### src/rtl/wb_commit_stage.sv
// Write-back/commit stage: latches the MEM bus, resolves exception/interrupt/ERTN commit,
// drives CSR, regfile and trace ports. Interrupt acceptance is gated by `WB_COMMIT_INT_EN.
module wb_commit_stage #(
  parameter int         CNT_W     = 32,
  parameter logic [5:0] ECODE_INT = 6'h0
) (
  input  logic             clk,
  input  logic             resetn,
  input  logic             ms_to_ws_valid,
  input  logic [31:0]      ms_pc,
  input  logic             ms_ex,
  input  logic [5:0]       ms_ecode,
  input  logic [8:0]       ms_esubcode,
  input  logic             ms_ertn,
  input  logic             ms_csr_we,
  input  logic [13:0]      ms_csr_num,
  input  logic [31:0]      ms_csr_wmask,
  input  logic [31:0]      ms_csr_wvalue,
  input  logic             ms_rf_we,
  input  logic [4:0]       ms_rf_waddr,
  input  logic [31:0]      ms_rf_wdata,
  input  logic             has_int,
  input  logic [31:0]      csr_eentry,
  input  logic [31:0]      csr_era,
  output logic             ws_allowin,
  output logic             csr_we,
  output logic [13:0]      csr_num,
  output logic [31:0]      csr_wmask,
  output logic [31:0]      csr_wvalue,
  output logic             wb_ex,
  output logic [5:0]       wb_ecode,
  output logic [8:0]       wb_esubcode,
  output logic             eret_flush,
  output logic [31:0]      wb_pc,
  output logic             ws_flush,
  output logic             redirect_valid,
  output logic [31:0]      redirect_pc,
  output logic             rf_we,
  output logic [4:0]       rf_waddr,
  output logic [31:0]      rf_wdata,
  output logic [31:0]      debug_wb_pc,
  output logic [3:0]       debug_wb_rf_we,
  output logic [4:0]       debug_wb_rf_wnum,
  output logic [31:0]      debug_wb_rf_wdata,
  output logic [CNT_W-1:0] instret
);

  // Handshake: MEM offers an instr with ms_to_ws_valid; it is taken on any clock edge
  // where ws_allowin is high. Commit takes one cycle, so ws_allowin is constantly 1.
  logic        ws_valid;
  logic [31:0] pc_q;
  logic        ex_q;
  logic [5:0]  ecode_q;
  logic [8:0]  esubcode_q;
  logic        ertn_q;
  logic        csr_we_q;
  logic [13:0] csr_num_q;
  logic [31:0] csr_wmask_q;
  logic [31:0] csr_wvalue_q;
  logic        rf_we_q;
  logic [4:0]  rf_waddr_q;
  logic [31:0] rf_wdata_q;
  logic        take_int;
  logic        ex_go;
  logic        commit_ok;

`ifdef WB_COMMIT_INT_EN
  assign take_int = ws_valid & has_int;
`else
  logic unused_int;
  assign unused_int = has_int ^ (|ECODE_INT);
  assign take_int   = 1'b0;
`endif

  assign ws_allowin = 1'b1;
  assign ex_go      = ws_valid & (ex_q | take_int);
  assign commit_ok  = ws_valid & ~ex_go;

  assign wb_ex       = ex_go;
`ifdef WB_COMMIT_INT_EN
  assign wb_ecode    = take_int ? ECODE_INT : ecode_q;
  assign wb_esubcode = take_int ? 9'd0 : esubcode_q;
`else
  assign wb_ecode    = ecode_q;
  assign wb_esubcode = esubcode_q;
`endif
  assign eret_flush  = ws_valid & ertn_q & ~ex_go;
  assign wb_pc       = pc_q;
  assign ws_flush    = wb_ex | eret_flush;

  assign csr_we     = commit_ok & csr_we_q;
  assign csr_num    = csr_num_q;
  assign csr_wmask  = csr_wmask_q;
  assign csr_wvalue = csr_wvalue_q;

  assign rf_we    = commit_ok & rf_we_q;
  assign rf_waddr = rf_waddr_q;
  assign rf_wdata = rf_wdata_q;

  assign debug_wb_pc       = ws_valid ? pc_q : 32'd0;
  assign debug_wb_rf_we    = {4{rf_we}};
  assign debug_wb_rf_wnum  = rf_waddr_q;
  assign debug_wb_rf_wdata = rf_wdata_q;

  // The instr arriving during a flush cycle is younger than the flushing one, so drop it.
  always_ff @(posedge clk or negedge resetn) begin
    if (!resetn) begin
      ws_valid <= 1'b0;
    end else if (ws_allowin) begin
      ws_valid <= ms_to_ws_valid & ~ws_flush;
    end
  end

  always_ff @(posedge clk or negedge resetn) begin
    if (!resetn) begin
      pc_q         <= 32'd0;
      ex_q         <= 1'b0;
      ecode_q      <= 6'd0;
      esubcode_q   <= 9'd0;
      ertn_q       <= 1'b0;
      csr_we_q     <= 1'b0;
      csr_num_q    <= 14'd0;
      csr_wmask_q  <= 32'd0;
      csr_wvalue_q <= 32'd0;
      rf_we_q      <= 1'b0;
      rf_waddr_q   <= 5'd0;
      rf_wdata_q   <= 32'd0;
    end else if (ms_to_ws_valid && ws_allowin) begin
      pc_q         <= ms_pc;
      ex_q         <= ms_ex;
      ecode_q      <= ms_ecode;
      esubcode_q   <= ms_esubcode;
      ertn_q       <= ms_ertn;
      csr_we_q     <= ms_csr_we;
      csr_num_q    <= ms_csr_num;
      csr_wmask_q  <= ms_csr_wmask;
      csr_wvalue_q <= ms_csr_wvalue;
      rf_we_q      <= ms_rf_we;
      rf_waddr_q   <= ms_rf_waddr;
      rf_wdata_q   <= ms_rf_wdata;
    end
  end

  // Target is sampled in the commit cycle; the CSR file updates ERA/ESTAT on that same edge.
  always_ff @(posedge clk or negedge resetn) begin
    if (!resetn) begin
      redirect_valid <= 1'b0;
      redirect_pc    <= 32'd0;
    end else begin
      redirect_valid <= ws_flush;
      if (ws_flush) begin
        redirect_pc <= wb_ex ? csr_eentry : csr_era;
      end
    end
  end

  always_ff @(posedge clk or negedge resetn) begin
    if (!resetn) begin
      instret <= '0;
    end else if (commit_ok) begin
      instret <= instret + 1'b1;
    end
  end

endmodule

### config.mk
export PLATFORM = sky130hd
export DESIGN_NAME = wb_commit_stage
export DESIGN_NICKNAME = d
export VERILOG_FILES = /design/src/rtl/wb_commit_stage.sv
export SDC_FILE = /design/constraint.sdc
export NUM_CORES = 1
export LEC_CHECK = 0
export BUFFER_PORTS_ARGS = -buffer_cell sky130_fd_sc_hd__clkbuf_2
export CAP_MARGIN = 20
export CORE_AREA = 2 2 212 214
export DETAILED_ROUTE_END_ITERATION = 12
export DIE_AREA = 0 0 214 216
export GPL_TIMING_DRIVEN = 0
export HOLD_SLACK_MARGIN = 0.1
export PLACE_DENSITY = 0.48
export REMOVE_ABC_BUFFERS = 1
export SLEW_MARGIN = 25
export SYNTH_ARGS = -nofsm -noshare
export SYNTH_HDL_FRONTEND = slang
export SYNTH_SLANG_ARGS = --single-unit
### constraint.sdc
create_clock -name clk -period 2.3 [get_ports clk]
set_input_delay 0.23 -clock clk [delete_from_list [all_inputs] [get_ports clk]]
set_output_delay 0.23 -clock clk [all_outputs]
set_load 0.05 [all_outputs]
==> impl_metrics.yaml <==
floorplanning:
  start_util: 0.2194
  die_y_um: 216
  die_w_um: 214
  dieArea_mm2: 0.04622
  fp.coreArea_mm2: 0.04384
  rows: 77
  ioPinCount: 540
route:
  firstDrtPassIters: 4
  drc: 0
  dr_total_vias: 8553
  avgRoutedWirePerCell_um: 16.52
  drt_iter0_markers: 461
  ant_nets: 0
  drt_wl_total_um: 33720
  via_per_inst: 4.191
critical_path:
  crit_chain: "nor2b_2 > and2_1 > clkbuf_2"
  criticalPathCategory: "reg2out"
  crit_path_top_delay_cell: "dfrtp_4"
  rrSetupSlack_ns: 0.34
  cp-start-kind: "flip-flop"
  slowest_delay_ns: 0.55
  worstSetupEndpoint: "debug_wb_rf_we[0]"
  r2r-end: "instret[20]"
  r2r_start: "instret[1]"
  critPathMaxFanout: 10
  arrival_ns: 1.98
  r2r_cells: 5
  endpoint_kind: "output port"
  cp-startpoint: "ws_valid"
  required_ns: 2.07
clocking:
  cts_tree: "built"
  numCtsBuffers: 28
  cts.htree.levels: 1
  postCtsSetupBuffers: 0
  clock_sinks: 232
  cts-root-buf: "clkbuf_16"
  clk_path_buf_depth: 3
  clk_latency_ns: 0.55
  clk_pin_slew_ns: 0.05
synth:
  yosys.area.top_type_share: 0.6037
  synth_compound_area_frac: 0.05959
  synth-warning-count: 0
  synthCells: 707
  yosys-top-cells-area: "dfrtp_1 (60%), mux2_2 (19%), o22ai_1 (4.2%)"
  synth_adder_area_share: 0.001301
  synth_cell_types: 28
  synth_top_family_by_area: "multiplexers"
  synthSimpleGateAreaFrac: 0.06258
  seq_area_frac_synth: 0.6037
  synth_xor_area_frac: 0.02823
  syn_area_mm2: 0.009617
  synth_seq_cells: 232
  postSynthAreaPerCell_um2: 13.60
  synthMuxAreaShare: 0.1932
  yosys.area.top_type: "dfrtp_1"
placed_design:
  place.gp.congestion: 0.8652
  dp_slack_ns: 0.1373
  portBuffers: 537
  place_area_mm2: 0.01275
  place_hpwl_um: 23730
  placed_cells: 1760
sta:
  period_share: 0.9630
  rsz0062_at_grt: "false"
  setup_violations: 0
  drv_slew: 0
  slew_headroom: 0.4929
  max_freq_ghz: 0.4515
  finClkSkew_ns: 0.005928
  worst_pin_slew_ns: 0.7580
  min_period_ns: 2.215
  timing.final.ws_setup_ns: 0.08515
  hold_viol: 0
global_routing:
  gr-usage-met1: 0.1614
  grt_max_degree: 79
  gr-usage-met2: 0.2473
  grt_use_met3: 0.04863
  overflow: 0
  grt_usage: 0.1414
  antenna_found_initial: 2
  grt_pass1_wl_um: 52350
  grt_busiest_layer: "met2"
  grt_pass1_vias: 9166
finish:
  instances_no_fill: 2041
  area_delta_synth_final_pct: 65.86
  fillers: 4313
  layout-drive-gt1-share: 0.5259
  layout_common_cells: "clkbuf_2 (533), dlygate4sd3_1 (232), dfrtp_1 (230), mux2_2 (165), o22ai_1 (64)"
  finish.instance_area_mm2: 0.01595
  fin_nets: 1665
  mostFrequentLayoutCell: "clkbuf_2"
power:
  finalPower_mw: 13.65
  vdd_drop_max_v: 0.0005356
  powerDensity_mw_per_mm2: 855.9
  leakagePower_nw: 7.646
worst_hold_path:
  hold_start: "ms_to_ws_valid"
  hp-class: "in2reg"
status:
  outcome: "completed"
run:
  cap_viol_max_count: 0
[worst max-delay path: cells and delay by family (launching register included)]
kind / cells / cell delay (ns)
flops: 1 / 0.55
buf+inv: 1 / 0.31
simple gates: 2 / 0.57
[cell families (layout without fill, tap and decap cells)]
| logic type | count (synthesis) | after routing |
|---|---|---|
| compound gates | 98 | 98 |
| xor+xnor | 31 | 31 |
| fa+ha+maj | 1 | 1 |
| buf+inv | 84 | 824 |
| flops | 232 | 232 |
| mux | 165 | 165 |
| other cells | 1 | 3 |
| simple gates | 95 | 95 |
[cells in the mapped netlist]
master	number
a21oi_1	32
and2_1	37
and3_1	4
and4_1	2
and4_2	1
buf_1	4
buf_2	14
buf_4	42
clkbuf_1	22
conb_1	1
dfrtp_1	232
ha_1	1
inv_1	2
mux2_2	165
nand2_1	16
nand2b_1	2
nand3_1	12
nand3b_1	1
nand4_1	11
nand4_4	1
nor2_1	3
nor2b_1	2
nor4_4	3
o21a_1	1
o21ai_0	1
o22ai_1	64
xnor2_1	29
xor2_1	2
[how the worst min path moves through the flow]
stage	end	slack [ns]	depth (start not counted)
after floorplan	csr_num[0]	-0.07	0
after global placement	ex_q	0.45	3
after detailed placement	csr_wmask[27]	0.09	1
after CTS	csr_num[12]	0.14	2
after global routing	csr_wvalue[6]	0.16	2
final	csr_wvalue[29]	0.18	2
[metrics by stage]
stage,setup TNS [ns],util,hold WS (ns)
finish,0,0.3639,0.1848
global route,0,0.3638,0.1625
CTS,0,0.3637,0.1436
detailed placement,0,0.2910,0.09251
global placement,-1354.51,0.2866,0.4508
floorplan,-12.12,-,-0.06559
[per-layer routing]
layer,vias to the layer above,part of all wire
met5,-,0
met4,0,0.031
met3,53,0.083
met2,380,0.50
met1,4189,0.38
li1,3931,-
[sequential cells by signal (all words and copies together), names as in the netlist, 5 cells and up]
signal and cells:
wb_ecode 6, wb_esubcode 9, redirect_pc 32, instret 32
csr_num 14, csr_wmask 32, debug_wb_rf_wdata 32, debug_wb_rf_wnum 5
wb_pc 32, csr_wvalue 32
[what timing repair did]
item / in CTS / in global routing
endpoints found under the hold margin: 281 / 0
resized for setup: 2 / 3
pin swaps: 0 / 0
hold buffers: 232 / 0
endpoints found under the setup margin: 6 / 6
[area by class of cell]
cell class              instances  area (um^2)  share of cell area
diodes                          2        5.005           0.0003138
clock buffers                  36        760.7             0.04769
multi-input cells             391         3333              0.2090
clock inverters                11        97.59            0.006119
inverters                       2        7.507           0.0004707
repair buffers                775         5192              0.3255
well taps                     592        740.7             0.04644
flip-flops and latches        232         5813              0.3644
[report_power, final]
group	internal, mW	total (mW)	switching (mW)
Sequential	4.59	5.04	0.444
Clock	2.43	4.17	1.74
Combinational	1.30	4.45	3.15
Total	8.32	13.7	5.34
Note: power is estimated with default switching activity, not from simulation.
